File: src/rtl/uart_pkg.sv
`default_nettype none
//------------------------------------------------------------------------------
// +--------------------------------------------------------------------------+
// | Package   : uart_pkg                                                     |
// | Purpose   : Shared types and constants for the UART receive packetizer:  |
// |             character width, default start-of-frame marker, err_flags    |
// |             bit positions and the packetizer FSM state encoding.         |
// | Revision  : 1.0  initial release                                         |
// +--------------------------------------------------------------------------+
//------------------------------------------------------------------------------
package uart_pkg;

  localparam int NUM_DATA_BITS = 8;

  localparam logic [NUM_DATA_BITS-1:0] DEFAULT_SOF_BYTE = 8'hA5;

  // Bit positions inside err_flags = {overrun, timeout, bad_len, bad_sum}
  localparam int ERR_OVERRUN = 3;
  localparam int ERR_TIMEOUT = 2;
  localparam int ERR_BAD_LEN = 1;
  localparam int ERR_BAD_SUM = 0;

  // ST_GET_CHK is only ever entered when the checksum option is built in.
  typedef enum logic [2:0] {
    ST_IDLE     = 3'd0,
    ST_GET_LEN  = 3'd1,
    ST_GET_DATA = 3'd2,
    ST_GET_CHK  = 3'd3,
    ST_HOLD     = 3'd4
  } pkt_state_e;

endpackage : uart_pkg
`default_nettype wire

File: src/rtl/uart_pkt_buf.sv
`default_nettype none
//------------------------------------------------------------------------------
// +--------------------------------------------------------------------------+
// | Module    : uart_pkt_buf                                                 |
// | Purpose   : Payload store for the packetizer. DEPTH x WIDTH register     |
// |             array, one synchronous write port, one combinational read.  |
// |             Contents are deliberately not reset.                         |
// | Ports     : clk    - write clock                                         |
// |             we     - write enable                                        |
// |             waddr  - write index                                         |
// |             wdata  - write data                                          |
// |             raddr  - read index                                          |
// |             rdata  - data at raddr (zero when raddr >= DEPTH)            |
// | Revision  : 1.0  initial release                                         |
// +--------------------------------------------------------------------------+
//------------------------------------------------------------------------------
module uart_pkt_buf #(
  parameter int DEPTH  = 16,
  parameter int WIDTH  = 8,
  parameter int ADDR_W = 4
) (
  input  logic              clk,
  input  logic              we,
  input  logic [ADDR_W-1:0] waddr,
  input  logic [WIDTH-1:0]  wdata,
  input  logic [ADDR_W-1:0] raddr,
  output logic [WIDTH-1:0]  rdata
);

  logic [WIDTH-1:0] mem [DEPTH];

  always_ff @(posedge clk) begin
    if (we) begin
      mem[waddr] <= wdata;
    end
  end

  // Guard keeps non-power-of-two depths from indexing past the array.
  always_comb begin
    rdata = '0;
    if (32'(raddr) < DEPTH) begin
      rdata = mem[raddr];
    end
  end

endmodule : uart_pkt_buf
`default_nettype wire

File: src/rtl/uart_rx_packetizer.sv
`default_nettype none
//------------------------------------------------------------------------------
// +--------------------------------------------------------------------------+
// | Module    : uart_rx_packetizer                                           |
// | Purpose   : Assembles framed packets (SOF, LEN, payload[, CHK]) from a   |
// |             byte stream delivered by an upstream UART receiver, holds    |
// |             the completed packet for a consumer and records sticky       |
// |             error flags.                                                 |
// | Options   : UART_PKT_CHECKSUM_EN - when defined, a trailing XOR checksum |
// |             byte is expected and checked (bad_sum flag). When undefined  |
// |             the packet ends after the payload and err_flags[0] is 0.     |
// | Ports     : baud      - clock, rising edge                               |
// |             reset     - asynchronous active-low reset                    |
// |             rx_data   - received byte                                    |
// |             rx_done   - one-cycle strobe qualifying rx_data              |
// |             rx_error  - upstream framing/parity error with rx_done       |
// |             pkt_valid - a complete packet is held                        |
// |             pkt_len   - payload length of the held packet                |
// |             rd_addr   - payload read index                               |
// |             rd_data   - payload byte at rd_addr (combinational)          |
// |             pkt_ack   - consumer releases the held packet                |
// |             err_flags - sticky {overrun, timeout, bad_len, bad_sum}      |
// |             err_clr   - clears err_flags on the next edge                |
// | Revision  : 1.0  initial release                                         |
// +--------------------------------------------------------------------------+
//------------------------------------------------------------------------------
module uart_rx_packetizer
  import uart_pkg::*;
#(
  parameter int                       MAX_LEN        = 16,
  parameter logic [NUM_DATA_BITS-1:0] SOF_BYTE       = DEFAULT_SOF_BYTE,
  parameter int                       TIMEOUT_CYCLES = 1024,
  localparam int                      ADDR_W         = (MAX_LEN > 1) ? $clog2(MAX_LEN) : 1
) (
  input  logic                     baud,
  input  logic                     reset,
  input  logic [NUM_DATA_BITS-1:0] rx_data,
  input  logic                     rx_done,
  input  logic                     rx_error,
  output logic                     pkt_valid,
  output logic [7:0]               pkt_len,
  input  logic [ADDR_W-1:0]        rd_addr,
  output logic [NUM_DATA_BITS-1:0] rd_data,
  input  logic                     pkt_ack,
  output logic [3:0]               err_flags,
  input  logic                     err_clr
);

  localparam int                 CNT_W     = $clog2(TIMEOUT_CYCLES + 1);
  localparam logic [CNT_W-1:0]   TO_LAST   = CNT_W'(TIMEOUT_CYCLES - 1);
  localparam logic [7:0]         MAX_LEN_B = 8'(MAX_LEN);

  pkt_state_e       state, state_next;
  logic [7:0]       len_q, len_next;
  logic [7:0]       idx_q, idx_next;
  logic [CNT_W-1:0] cnt_q, cnt_next;
  logic [3:0]       err_q, err_next;
  logic [3:0]       err_event;
  logic             buf_we;
`ifdef UART_PKT_CHECKSUM_EN
  logic [7:0]       csum_q, csum_next;
`endif

  //--------------------------------------------------------------------------
  // State and datapath registers
  //--------------------------------------------------------------------------
  always_ff @(posedge baud or negedge reset) begin
    if (!reset) begin
      state  <= ST_IDLE;
      len_q  <= '0;
      idx_q  <= '0;
      cnt_q  <= '0;
      err_q  <= '0;
`ifdef UART_PKT_CHECKSUM_EN
      csum_q <= '0;
`endif
    end else begin
      state  <= state_next;
      len_q  <= len_next;
      idx_q  <= idx_next;
      cnt_q  <= cnt_next;
      err_q  <= err_next;
`ifdef UART_PKT_CHECKSUM_EN
      csum_q <= csum_next;
`endif
    end
  end

  //--------------------------------------------------------------------------
  // Next-state and event logic
  //--------------------------------------------------------------------------
  always_comb begin
    state_next = state;
    len_next   = len_q;
    idx_next   = idx_q;
    cnt_next   = '0;      // timer only runs while a packet is in flight
    err_event  = '0;
    buf_we     = 1'b0;
`ifdef UART_PKT_CHECKSUM_EN
    csum_next  = csum_q;
`endif

    case (state)
      ST_IDLE: begin
        if (rx_done && !rx_error && (rx_data == SOF_BYTE)) begin
          state_next = ST_GET_LEN;
        end
      end

      ST_GET_LEN: begin
        cnt_next = cnt_q + 1'b1;
        if (rx_done) begin
          cnt_next = '0;
          if (rx_error) begin
            state_next = ST_IDLE;
          end else if ((rx_data == 8'd0) || (rx_data > MAX_LEN_B)) begin
            err_event[ERR_BAD_LEN] = 1'b1;
            state_next             = ST_IDLE;
          end else begin
            len_next   = rx_data;
            idx_next   = '0;
            state_next = ST_GET_DATA;
`ifdef UART_PKT_CHECKSUM_EN
            csum_next  = rx_data;   // checksum covers LEN as well
`endif
          end
        end else if (cnt_q == TO_LAST) begin
          err_event[ERR_TIMEOUT] = 1'b1;
          state_next             = ST_IDLE;
        end
      end

      ST_GET_DATA: begin
        cnt_next = cnt_q + 1'b1;
        if (rx_done) begin
          cnt_next = '0;
          if (rx_error) begin
            state_next = ST_IDLE;
          end else begin
            buf_we   = 1'b1;
            idx_next = idx_q + 8'd1;
`ifdef UART_PKT_CHECKSUM_EN
            csum_next = csum_q ^ rx_data;
            if (idx_q == (len_q - 8'd1)) state_next = ST_GET_CHK;
`else
            if (idx_q == (len_q - 8'd1)) state_next = ST_HOLD;
`endif
          end
        end else if (cnt_q == TO_LAST) begin
          err_event[ERR_TIMEOUT] = 1'b1;
          state_next             = ST_IDLE;
        end
      end

`ifdef UART_PKT_CHECKSUM_EN
      ST_GET_CHK: begin
        cnt_next = cnt_q + 1'b1;
        if (rx_done) begin
          cnt_next = '0;
          if (rx_error) begin
            state_next = ST_IDLE;
          end else if (rx_data == csum_q) begin
            state_next = ST_HOLD;
          end else begin
            err_event[ERR_BAD_SUM] = 1'b1;
            state_next             = ST_IDLE;
          end
        end else if (cnt_q == TO_LAST) begin
          err_event[ERR_TIMEOUT] = 1'b1;
          state_next             = ST_IDLE;
        end
      end
`endif

      ST_HOLD: begin
        // Buffer write enable stays low here, so the held payload is frozen.
        if (rx_done) begin
          err_event[ERR_OVERRUN] = 1'b1;
        end
        if (pkt_ack) begin
          state_next = ST_IDLE;
        end
      end

      default: begin
        state_next = ST_IDLE;
      end
    endcase
  end

  // A new event is OR-ed in after the clear so it survives a coincident clear.
  always_comb begin
    err_next = (err_clr ? 4'b0000 : err_q) | err_event;
`ifndef UART_PKT_CHECKSUM_EN
    err_next[ERR_BAD_SUM] = 1'b0;
`endif
  end

  //--------------------------------------------------------------------------
  // Payload buffer
  //--------------------------------------------------------------------------
  uart_pkt_buf #(
    .DEPTH  (MAX_LEN),
    .WIDTH  (NUM_DATA_BITS),
    .ADDR_W (ADDR_W)
  ) u_buf (
    .clk   (baud),
    .we    (buf_we),
    .waddr (idx_q[ADDR_W-1:0]),
    .wdata (rx_data),
    .raddr (rd_addr),
    .rdata (rd_data)
  );

  assign pkt_valid = (state == ST_HOLD);
  assign pkt_len   = len_q;
  assign err_flags = err_q;

endmodule : uart_rx_packetizer
`default_nettype wire
File: config.mk
export PLATFORM = sky130hd
export DESIGN_NAME = uart_rx_packetizer
export DESIGN_NICKNAME = d
export VERILOG_FILES = /design/src/rtl/uart_pkg.sv /design/src/rtl/uart_pkt_buf.sv /design/src/rtl/uart_rx_packetizer.sv
export SDC_FILE = /design/constraint.sdc
export NUM_CORES = 1
export LEC_CHECK = 0
export ABC_AREA = 1
export CAP_MARGIN = 40
export CORE_MARGIN = 5
export CORE_UTILIZATION = 35
export CTS_BUF_LIST = sky130_fd_sc_hd__clkbuf_4 sky130_fd_sc_hd__clkbuf_8
export DETAILED_ROUTE_END_ITERATION = 16
export SLEW_MARGIN = 20
export SYNTH_ARGS = -nofsm -noshare
export SYNTH_HDL_FRONTEND = slang
export SYNTH_SLANG_ARGS = --single-unit
File: constraint.sdc
create_clock -name baud -period 2.44 [get_ports baud]
set_input_delay 0.366 -clock baud [delete_from_list [all_inputs] [get_ports baud]]
set_output_delay 0.366 -clock baud [all_outputs]
set_load 0.1 [all_outputs]
After elaboration in Yosys (flattened, before gate mapping)

Memory sizes are Yosys's and may differ from the RTL's.
Index checks and enable logic that the tools add are counted.

Add/sub/neg operators: 3
$lt $le $gt $ge: 1
Equality and inequality tests: 14
Muxes and demuxes: 33
Bitwise operators: 3
Reduce and logical (&&, ||, !) cells: 11

Operators by type and width:

| operator                                            | number |
|---|---|
| two-way mux 8 bit                                   | 5 |
| two-way mux 11 bit                                  | 2 |
| two-way mux 3 bit                                   | 7 |
| one-hot mux 8 bit (2 select lines)                  | 1 |
| two-way mux 1 bit                                   | 14 |
| != test 2 bit (second input constant)               | 6 |
| one-hot mux 3 bit (4 select lines)                  | 1 |
| adder 11 x 1 -> 11 bit (second input constant)      | 1 |
| == test 11 x 10 -> 1 bit (second input constant)    | 1 |
| adder 8 x 1 -> 8 bit (second input constant)        | 1 |
| == test 8 bit                                       | 1 |
| == test 8 bit (second input constant)               | 1 |
| > comparator 8 x 5 -> 1 bit (second input constant) | 1 |
| zero test 8 bit                                     | 1 |
| subtractor 8 x 1 -> 8 bit (second input constant)   | 1 |
| AND reduction 6 bit                                 | 1 |
| two-way mux 2 bit                                   | 2 |
| two-way mux 4 bit                                   | 1 |
| != test 4 bit (second input constant)               | 1 |
| bitwise OR 4 bit                                    | 1 |
| AND reduction 4 bit                                 | 1 |
| == test 3 x 1 -> 1 bit (second input constant)      | 1 |
| == test 3 x 2 -> 1 bit (second input constant)      | 1 |
| == test 3 bit (second input constant)               | 1 |
| other kinds (9)                                     | 11 |

Register bits after elaboration: 33
Memory bits (writable): 128
Output and inout bits: 21
Word-level logic and storage cells: 71
Memories: 1

Memory list:

| name      | depth | width | read ports | clocked after Yosys merged registers in | write ports | line               | RTL |
|---|---|---|---|---|---|---|---|
| u_buf.mem | 16    | 8     | 1          | 0                                       | 1           | uart_pkt_buf.sv:30 | `logic [WIDTH-1:0] mem [DEPTH];` |

Logic depth before layout (Yosys ltp)

Gate-level depths: netlist of the first run.

Word-level depth: 7
Mapped depth: 12

Hierarchy

Synthesis of the first run repeated with hierarchy kept, for this count alone.

Cells, all modules: 822
Area, all modules: 7559.8 µm²

Modules (own cells, without submodules):

| module             | times used | cells each | area an instance (µm²) |
|---|---|---|---|
| uart_pkt_buf       | 1          | 543        | 5606.6 |
| uart_rx_packetizer | 1          | 279        | 1953.1 |

Worst setup path after synthesis of the first run

Ideal clock, no wire load.

Kind: reg-to-reg
Start: register state[2]
End: register state[0]
Setup time: 0.124 ns
Data arrival time: 3.137 ns
Slack: -0.821 ns
Cell stages (with the launch flop): 8
Clock period less this slack: 3.261 ns
Cells stage by stage: dfrtp_1 > inv_1 > nor3_1 > nand2_1 > nand2_1 > nor2_1 > nand3_2 > a21oi_1

Word-level cells in the longest chain between the ends: 3
Elaborated cells between the ends (all ways): 9

RTL lines:

| what                                    | line                     | RTL |
|---|---|---|
| from (decl)                             | uart_rx_packetizer.sv:53 | `pkt_state_e state, state_next;` |
| from (signal assigned)                  | uart_rx_packetizer.sv:78 | `state <= state_next;` |
| == test 3 bit (*)                       | n/a                      |  |
| named net pkt_valid                     | uart_rx_packetizer.sv:40 | `output logic pkt_valid,` |
| != test 2 x 1 -> 1 bit (no source line) | n/a                      |  |
| AND reduction 3 bit (no source line)    | n/a                      |  |

Mark *: on every way through the listed nets, which the timed path passes. The rest lies on a longest branch.
A chain may end at the register's enable or synchronous reset.

Final worst setup path of the first run

Start: input port rd_addr[2]
End: output port rd_data[4]

Word-level cells in the longest chain between the ends: 1

RTL lines:

| what                     | line                     | RTL |
|---|---|---|
| from (decl)              | uart_rx_packetizer.sv:42 | `input logic [ADDR_W-1:0] rd_addr,` |
| memory read (16 x 8 bit) | n/a                      |  |
| to (decl)                | uart_rx_packetizer.sv:43 | `output logic [NUM_DATA_BITS-1:0] rd_data,` |

Every way passes these cells.

==> flow_metrics.env, run 1 <==
export IMPL_area_growth_pct=19.4
export IMPL_wl_met2_um=7840
export IMPL_top_layer="met4"
export IMPL_drive_gt1_share_pct=15.3
export IMPL_endpoint_kind="output pin"
export IMPL_ant_nets=0
export IMPL_arrival_ns=1.86
export IMPL_setup_viol=0
export IMPL_rsz0062_at_grt="no"
export IMPL_synth_nets=641
export IMPL_hp_class="primary input to asynchronous set/reset pin"
export IMPL_via_count=4794
export IMPL_ctsRootBufferMaster="clkbuf_8"
export IMPL_cts_tree="built"
export IMPL_leakage_uw=0.00337
export IMPL_grt_usage_pct=14.6
export IMPL_grt_pass1_wl_um=26400
export IMPL_wl_met1_um=7500
export IMPL_start_util_pct=35.4
export IMPL_fp_dieArea_um2=23300
export IMPL_sw_frac_of_total_pct=34.6
export IMPL_ys_seq_area_share_pct=65.7
export IMPL_hpwl_um=11700
export IMPL_p_int_uw=4370
export IMPL_ios=39
export IMPL_synthArstFlopShare_pct=20.5
export IMPL_startpoint_type="primary input"
export IMPL_first_global_vias=4728
export IMPL_pwr_share_clk_pct=29.5
export IMPL_core_um2=20100
export IMPL_yosysWarningCount=0
export IMPL_netSwitchingPower_uw=2310
export IMPL_r2r_start="state[0]"
export IMPL_fp_dieW_um=153
export IMPL_clk_pin_slew_worst_paths_ns=0.08
export IMPL_yosysTopAreaCellShare_pct=54.0
export IMPL_finalHoldViolCount=0
export IMPL_drv_cap=0
export IMPL_combPwrFrac_pct=21.9
export IMPL_crit_path_max_incr_delay_ns=0.58
export IMPL_nets=713
export IMPL_numCtsBuffers=17
export IMPL_crit_path_top_delay_cell="clkdlybuf4s50_1"
export IMPL_post_route_min_period_ns=2.23
export IMPL_fin_total_pwr_uw=6680
export IMPL_synth_edf_count=128
export IMPL_ys_top_cells_by_area="edfxtp_1 54%, dfrtp_1 12%, mux2i_1 4.5%"
export IMPL_clock_path_buffers=2
export IMPL_syn_avg_cell_area_um2=11.5
export IMPL_slew_viol_final=0
export IMPL_ys_seq_elements=161
export IMPL_crit_chain="clkdlybuf4s50_1 > clkinv_1 > o211ai_1 > nand3_1 > nand2_1 > buf_12"
export IMPL_status="finished clean"
export IMPL_grt_overflow_total=0
export IMPL_drtPass1Iterations=5
export IMPL_viasPerCell=4.94
export IMPL_crit_path_max_fanout=9
export IMPL_r2r_cells=6
export IMPL_required_ns=2.07
export IMPL_drc=0
export IMPL_wl_met3_um=894
export IMPL_peakVddDrop_uv=606
export IMPL_insertion_delay_ns=0.46
export IMPL_cts_max_level=4
export IMPL_p_per_area_nw_per_um2=788
export IMPL_fmax_ghz=0.449
export IMPL_r2r_end="u_buf.mem[10][5]"
export IMPL_routedWlPerCell_um=17.2
export IMPL_dieHeight_um=153
export IMPL_post_cts_buffers=0
export IMPL_ys_types=37
export IMPL_rrSetupSlack_ns=0.61
export IMPL_synth_top_cell_by_area="edfxtp_1"
export IMPL_tns_ns=0
export IMPL_fp_row_count=52
export IMPL_crit_type="primary input to output pin"
export IMPL_gpl_final_weighted_congestion=0.859
export IMPL_timing_final_crit_share_pct=91.3
export IMPL_synthesis_area_um2=7110
export IMPL_antenna_found_initial=0
export IMPL_drt_iter0_drc=324
export IMPL_grt_max_degree=34
export IMPL_synthesis_instances=617
export IMPL_port_buffers=37
export IMPL_power_frac_seq_pct=48.6
export IMPL_wl_um=16700
export IMPL_finalClockSkew_ns=0.0138
export IMPL_numClockSinks=161
export IMPL_n_antenna_cell=0
export IMPL_synth_ff_type="edfxtp_1"
[Yosys cell counts (2+ instances only)]
cell type / count
inv_2: 4
edfxtp_1: 128
nor3_1: 10
clkbuf_1: 10
o21ai_1: 3
nand2_1: 73
mux2i_1: 32
a31oi_1: 2
nand3_1: 29
buf_6: 2
dfrtp_1: 33
nor2_1: 48
xor2_1: 9
buf_2: 7
a21oi_1: 41
o21ai_0: 50
nand3_2: 2
buf_1: 3
inv_1: 73
ha_1: 6
nand4_1: 4
buf_4: 2
o211ai_1: 32
[logic make-up (layout without fill, tap and decap cells)]
family | count (synthesis) | after routing | share of synthesized area [%]
simple gates | 172 | 172 | 10.9
flops | 161 | 161 | 65.7
compound gates | 132 | 132 | 10.7
buf+inv | 103 | 187 | 5.95
mux | 32 | 32 | 4.50
xor+xnor | 10 | 10 | 1.23
fa+ha+maj | 6 | 6 | 1.06
other cells | 1 | 1 | 0.0527
[power groups by stage]
stage,registers (uW),clock network [uW],logic (uW)
4_1_cts,3250,2020,1470
2_1_floorplan,3560,0,750
6_report,3250,1970,1460
3_3_place_gp,3310,0,1430
5_1_grt,3270,2140,1590
3_5_place_dp,3310,0,1460
[layout make-up]
| class | instances | area, um2 |
|---|---|---|
| clock buffers | 17 | 234 |
| clock inverters | 14 | 168 |
| fillers | 1846 | 11600 |
| inverters | 79 | 302 |
| multi-input cells | 353 | 2020 |
| flip-flops and latches | 161 | 4670 |
| well taps | 270 | 338 |
| repair buffers | 77 | 753 |
[state kept, by name, summed over array words and instances, names as in the netlist]
name and count:
cnt_q 11, err_flags 3, idx_q 8, pkt_len 8
state 3, u_buf.mem 128
[per-layer routing]
metal  vias to the layer above  GRT usage (%)
li1                       2300              -
met1                      2327           19.0
met2                       129           23.2
met3                        38           4.15
met4                         0           5.81
met5                         -              0
[stage by stage]
| step | worst slack (ns) | instances | cell area, um2 | util [%] | hold slack, ns |
|---|---|---|---|---|---|
| floorplan | 0.145 | 617 | 7120 | - | 0.0704 |
| global placement | 0.0712 | 940 | 8080 | 40.2 | 0.444 |
| detailed placement | 0.0386 | 940 | 8080 | 40.2 | 0.476 |
| CTS | 0.0293 | 971 | 8480 | 42.2 | 0.289 |
| global route | 0.119 | 971 | 8490 | 42.2 | 0.320 |
| finish | 0.211 | 971 | 8490 | 42.2 | 0.307 |
[critical path, delay by kind of cell]
family                 cells  cell delay, ns
buffers and inverters      3            1.06
and+or+nand+nor            2            0.23
AOI/OAI and AO/OA          1            0.20
[worst max path at each step]
| stage | from | end | slack, ns | depth (start not counted) |
|---|---|---|---|---|
| 2_1_floorplan | state[2] | state[1] | 0.15 | 8 |
| 3_3_place_gp | rd_addr[1] | rd_data[5] | 0.07 | 8 |
| 3_5_place_dp | rd_addr[1] | rd_data[7] | 0.04 | 8 |
| 4_1_cts | rd_addr[1] | rd_data[7] | 0.03 | 8 |
| 5_1_grt | rd_addr[2] | rd_data[5] | 0.12 | 6 |
| 6_report | rd_addr[2] | rd_data[4] | 0.21 | 6 |
[what timing repair did]
item / CTS / global route
gates resized for setup: 0 / 3
hold buffers: 0 / 0
setup endpoints to repair: 0 / 5
[cell usage in the layout, fill, tap and decap left out, types with 3 or more instances in the layout]
cell type / n
a21oi_1: 41
mux2i_1: 32
nand4_1: 4
xor2_1: 9
inv_6: 6
clkdlybuf4s50_1: 15
nand3_1: 29
nand2_1: 73
o21ai_1: 3
clkbuf_8: 17
inv_2: 4
dfrtp_1: 33
nor2_1: 48
o21ai_0: 50
o211ai_1: 32
inv_1: 73
nor3_1: 9
inv_8: 4
ha_1: 6
buf_4: 50
buf_12: 10
edfxtp_1: 128
No activity file was read; power rests on OpenSTA's default activity.
==> run 2: changes to the inputs <==
Settings changed: DONT_BUFFER_PORTS set to 1, SETUP_SLACK_MARGIN set to 0.5.
==> flow_metrics.env, run 2 (synthesized netlist as in run 1, its figures left out) <==
export IMPL_status="finished clean"
export IMPL_setup_viol=0
export IMPL_viasPerCell=4.96
export IMPL_start_util_pct=35.4
export IMPL_finalHoldViolCount=0
export IMPL_ant_nets=0
export IMPL_leakage_uw=0.00321
export IMPL_hpwl_um=10200
export IMPL_layout_common_cells="128 x edfxtp_1, 71 x inv_1, 65 x nand2_1"
export IMPL_finalClockSkew_ns=0.0186
export IMPL_netSwitchingPower_uw=2180
export IMPL_grt_max_degree=97
export IMPL_ios=39
export IMPL_reg_largest_list="u_buf.mem x128, cnt_q x11"
export IMPL_fin_total_pwr_uw=6660
export IMPL_largest_reg_flops=128
export IMPL_layout_commonest_cell="edfxtp_1"
export IMPL_post_route_min_period_ns=2.14
export IMPL_slew_viol_final=0
export IMPL_port_buffers=0
export IMPL_routedWlPerCell_um=18.0
export IMPL_max_slew_worst_pin_slew_ns=0.784
export IMPL_fp_row_count=52
export IMPL_startpoint_type="flop"
export IMPL_clk_pin_slew_worst_paths_ns=0.08
export IMPL_endpoint_kind="output pin"
export IMPL_grt_pass1_wl_um=25900
export IMPL_required_ns=2.07
export IMPL_fp_dieArea_um2=23300
export IMPL_fp_dieW_um=153
export IMPL_p_per_area_nw_per_um2=798
export IMPL_clock_path_buffers=2
export IMPL_max_slew_margin_pct=47.6
export IMPL_p_int_uw=4480
export IMPL_drc=0
export IMPL_grt_overflow_total=0
export IMPL_tns_ns=0
export IMPL_drt_iter0_drc=325
export IMPL_nets=687
export IMPL_numCtsBuffers=17
export IMPL_crit_path_max_fanout=1
export IMPL_grt_usage_pct=14.4
export IMPL_largest_register="u_buf.mem"
export IMPL_drv_cap=0
export IMPL_hp_class="primary input to flop"
export IMPL_dieHeight_um=153
export IMPL_peakVddDrop_uv=503
export IMPL_area_growth_pct=17.3
export IMPL_first_global_vias=4522
export IMPL_fmax_ghz=0.468
export IMPL_drtPass1Iterations=6
export IMPL_wl_um=17000
export IMPL_via_count=4691
export IMPL_sw_frac_of_total_pct=32.7
export IMPL_pwr_share_clk_pct=30.9
export IMPL_combPwrFrac_pct=20.2
export IMPL_power_frac_seq_pct=48.9
export IMPL_core_um2=20100
export IMPL_drive_gt1_share_pct=15.2
export IMPL_insertion_delay_ns=0.45
export IMPL_n_antenna_cell=0
export IMPL_crit_type="flop to output pin"
export IMPL_antenna_found_initial=0
export IMPL_ctsRootBufferMaster="clkbuf_8"
export IMPL_fill_cells=1857
export IMPL_cts_tree="built"
export IMPL_gpl_final_weighted_congestion=0.811
export IMPL_rsz0062_at_grt="yes"
export IMPL_cts_max_level=4
export IMPL_timing_final_crit_share_pct=87.5
export IMPL_arrival_ns=1.77
export IMPL_numClockSinks=161
run 2: cell count changes in the layout (fill, tap and decap cells not counted), moves of 15 or more:
cell / change
dlygate4sd3_1: +18
clkdlybuf4s50_1: -15
o21ai_0: -18
buf_4: -22
o21ai_1: +17
run 2: power by group through the flow:
stage	Clock [uW]	Sequential [uW]	Combinational [uW]
finish	2060	3250	1350
global route	2210	3270	1470
CTS	2090	3250	1330
detailed placement	0	3310	1240
global placement	0	3310	1230
floorplan	0	3570	767
run 2: worst paths after layout:
| path | startpoint | to | slack, ns | cells after the start |
|---|---|---|---|---|
| worst max-delay path | u_buf.mem[1][6] | rd_data[6] | 0.30 | 6 |
| max in group asynchronous | reset | state[1] | 1.88 | 2 |
| worst max register to register | state[1] | u_buf.mem[5][0] | 0.68 | 7 |
| worst min-delay path | rx_done | err_flags[3] | 0.05 | 2 |
| min in group asynchronous | reset | err_flags[1] | 0.36 | 2 |
| worst min register to register | cnt_q[0] | cnt_q[0] | 0.48 | 1 |
run 2: worst max-delay path, cell delays in order (launching register included):
cell	delay, ns
edfxtp_1	0.37
inv_1	0.07
a21oi_1	0.05
o21ai_1	0.08
o21ai_1	0.08
o211ai_1	0.39
nand2_4	0.28
run 2: cell type report:
class	count	area, um2	area share [%]
sequential	161	4670	56.0
multi-input combinational	353	2140	25.6
timing repair buffer	51	473	5.67
tap	270	338	4.05
inverter	79	302	3.62
clock buffer	17	234	2.81
clock inverter	15	183	2.19
run 2: per-stage QoR:
step / instance area (um2) / utilization [%] / std cells / setup WS (ns) / hold WS (ns)
detailed placement: 7670 / 38.1 / 894 / 0.418 / 0.0720
global placement: 7600 / 37.8 / 890 / 0.498 / 0.0724
finish: 8340 / 41.5 / 946 / 0.305 / 0.0460
CTS: 8270 / 41.1 / 942 / 0.226 / 0.000697
global route: 8340 / 41.5 / 946 / 0.182 / 0.0346
floorplan: 7190 / - / 617 / 0.527 / 0.0704
run 2: layer usage:
metal / track usage, % / wire length, um / vias up
met2: 22.1 / 7820 / 133
met3: 3.49 / 998 / 17
li1: - / - / 2249
met4: 4.45 / 303 / 0
met5: 0 / 0 / -
met1: 20.4 / 7900 / 2292
run 2: repair_timing:
action / 4_1_cts / 5_1_grt
gates resized for setup: 18 / 16
endpoints found under the setup margin: 16 / 53
hold buffers: 16 / 3
endpoints found under the hold margin: 153 / 5
pin swaps: 15 / 24
setup buffers: 0 / 1
==> run 3: changes to the inputs <==
Settings changed: GPL_TIMING_DRIVEN set to 0, SYNTH_HIERARCHICAL set to 1.
==> flow_metrics.env, run 3 <==
export IMPL_layout_commonest_cell="nand2_1"
export IMPL_synth_top_family_by_area="simple AND/OR/NAND/NOR gates"
export IMPL_clock_path_buffers=2
export IMPL_synth_ff_type="edfxtp_1"
export IMPL_crit_chain="buf_2 > inv_2 > buf_2 > nand3_1 > nand3_1 > nand3_1 > nand2_4"
export IMPL_routedWlPerCell_um=16.5
export IMPL_clk_pin_slew_worst_paths_ns=0.09
export IMPL_fp_row_count=53
export IMPL_crit_path_max_fanout=10
export IMPL_area_growth_pct=22.4
export IMPL_post_route_min_period_ns=1.92
export IMPL_hpwl_um=12400
export IMPL_layout_common_cells="232 x nand2_1, 146 x inv_1, 128 x edfxtp_1"
export IMPL_nets=908
export IMPL_max_slew_worst_pin_slew_ns=0.798
export IMPL_synth_simple_gate_area_share_pct=25.0
export IMPL_dieHeight_um=157
export IMPL_grt_pass1_wl_um=30300
export IMPL_leakage_uw=0.00401
export IMPL_yosysWarningCount=6
export IMPL_ys_seq_area_share_pct=61.8
export IMPL_critPathBufInv=3
export IMPL_grt_overflow_total=0
export IMPL_timing_hold_ws_ns=0.0371
export IMPL_numCtsBuffers=17
export IMPL_drive_gt1_share_pct=15.1
export IMPL_ys_top_cells_by_area="edfxtp_1 51%, nand2_1 12%, dfrtp_1 11%"
export IMPL_finalClockSkew_ns=0.0104
export IMPL_finalHoldViolCount=0
export IMPL_crit_path_top_delay_cell="nand2_4"
export IMPL_crit_path_max_incr_delay_ns=0.29
export IMPL_wl_um=19400
export IMPL_reg_largest_list="u_buf/mem x128, cnt_q x11"
export IMPL_insertion_delay_ns=0.45
export IMPL_synthMuxAreaShare_pct=0
export IMPL_yosysTopAreaCellShare_pct=50.8
export IMPL_via_count=5591
export IMPL_synthXorXnorAreaFrac_pct=0.579
export IMPL_ios=39
export IMPL_drt_iter0_drc=487
export IMPL_viasPerCell=4.76
export IMPL_port_buffers=0
export IMPL_rsz0062_at_grt="yes"
export IMPL_fmax_ghz=0.520
export IMPL_core_um2=21200
export IMPL_synth_compound_gate_area_share_pct=2.18
export IMPL_synth_top_cell_by_area="edfxtp_1"
export IMPL_required_ns=2.07
export IMPL_slew_viol_final=0
export IMPL_ys_types=29
export IMPL_start_util_pct=35.7
export IMPL_synth_nets=843
export IMPL_max_slew_margin_pct=46.6
export IMPL_largest_register="u_buf/mem"
export IMPL_cts_max_level=4
export IMPL_crit_type="primary input to output pin"
export IMPL_setup_viol=0
export IMPL_peakVddDrop_uv=334
export IMPL_grt_usage_pct=16.4
export IMPL_p_per_area_nw_per_um2=663
export IMPL_yosysMostFrequentCell="nand2_1"
export IMPL_first_global_vias=5358
export IMPL_grt_max_degree=34
export IMPL_synthArstFlopShare_pct=20.5
export IMPL_syn_avg_cell_area_um2=9.20
export IMPL_ys_seq_elements=161
export IMPL_synth_edf_count=128
export IMPL_yosys_top_cells_count="243 x nand2_1, 149 x inv_1, 128 x edfxtp_1"
export IMPL_status="finished clean"
export IMPL_drtPass1Iterations=5
export IMPL_antenna_found_initial=4
export IMPL_ctsRootBufferMaster="clkbuf_8"
export IMPL_crit_family="simple AND/OR/NAND/NOR gates"
export IMPL_largest_reg_flops=128
export IMPL_ant_nets=0
export IMPL_cts_tree="built"
export IMPL_synthAdderAreaFrac_pct=0.497
export IMPL_gpl_final_weighted_congestion=0.872
export IMPL_post_route_util_pct=43.7
export IMPL_n_antenna_cell=0
export IMPL_synthesis_instances=822
export IMPL_drc=0
export IMPL_drv_cap=0
export IMPL_endpoint_kind="output pin"
export IMPL_fp_dieArea_um2=24600
export IMPL_arrival_ns=1.56
export IMPL_numClockSinks=161
export IMPL_fp_dieW_um=157
export IMPL_startpoint_type="primary input"
export IMPL_crit_path_frequent_cell="nand3_1"
export IMPL_hp_class="primary input to flop"
export IMPL_timing_final_crit_share_pct=78.8
export IMPL_tns_ns=0
export IMPL_synthesis_area_um2=7560
==> run 3: metal layers <==
layer | wire [um] | global-route usage, % | vias up
met2 | 8770 | 25.1 | 187
met5 | 27 | 0 | -
met3 | 1400 | 3.60 | 20
li1 | - | - | 2764
met4 | 241 | 5.21 | 4
met1 | 8930 | 23.4 | 2616
==> run 3: report_power, final <==
group	internal (uW)	total (uW)	switching, uW
combinational	328	1050	724
clock	944	1920	971
sequential	3020	3170	145
total	4290	6130	1840
==> run 3: kinds of logic after synthesis <==
group	Yosys count
and+or+nand+nor	443
DFF	161
AOI/OAI and AO/OA	31
adders and majority gates	3
other	1
buffers and inverters	178
xor gates and xnor gates	5
==> run 3: worst register-to-register path: stages, from the launching register on <==
cell and delay, ns:
dfrtp_1 0.36, inv_1 0.08, nor3_4 0.25, nand3_4 0.15, inv_4 0.13, nand3b_1 0.08
buf_4 0.19, nor2_1 0.11, buf_4 0.21
==> run 3: through the flow <==
step,power (uW),instance area (um2),worst slack (ns),cells
6_report,6130,9250,0.518,1174
5_1_grt,6400,9250,0.443,1174
3_3_place_gp,3990,7940,-0.161,1097
2_1_floorplan,3850,7590,0.467,822
4_1_cts,6120,9160,0.462,1173
3_5_place_dp,4130,8240,-0.197,1115
==> run 3: layout make-up <==
cell class	count	area [um2]
clock inverters	10	110
well taps	275	344
inverters	151	572
multi-input cells	483	2420
clock buffers	21	264
repair buffers	46	677
fillers	1954	11900
plain buffers	27	191
flip-flops and latches	161	4680
==> run 3: final timing paths <==
path / to / cells past startpoint / slack [ns] / start
setup / recovery: rd_data[6] / 7 / 0.52 / rd_addr[1]
hold reg to reg: cnt_q[0] / 1 / 0.50 / cnt_q[0]
setup reg to reg: u_buf/mem[5][0] / 8 / 0.59 / state[1]
hold / removal: err_flags[3] / 2 / 0.04 / rx_done
max in group asynchronous: pkt_len[1] / 2 / 1.88 / reset
min in group asynchronous: err_flags[3] / 2 / 0.35 / reset
==> run 3: timing repair <==
item                       4_1_cts  5_1_grt
hold endpoints to repair       164        0
pin swaps                       16        9
resized for setup               48       21
setup buffers                   16        1
hold buffers                    11        0
setup endpoints to repair      139       79
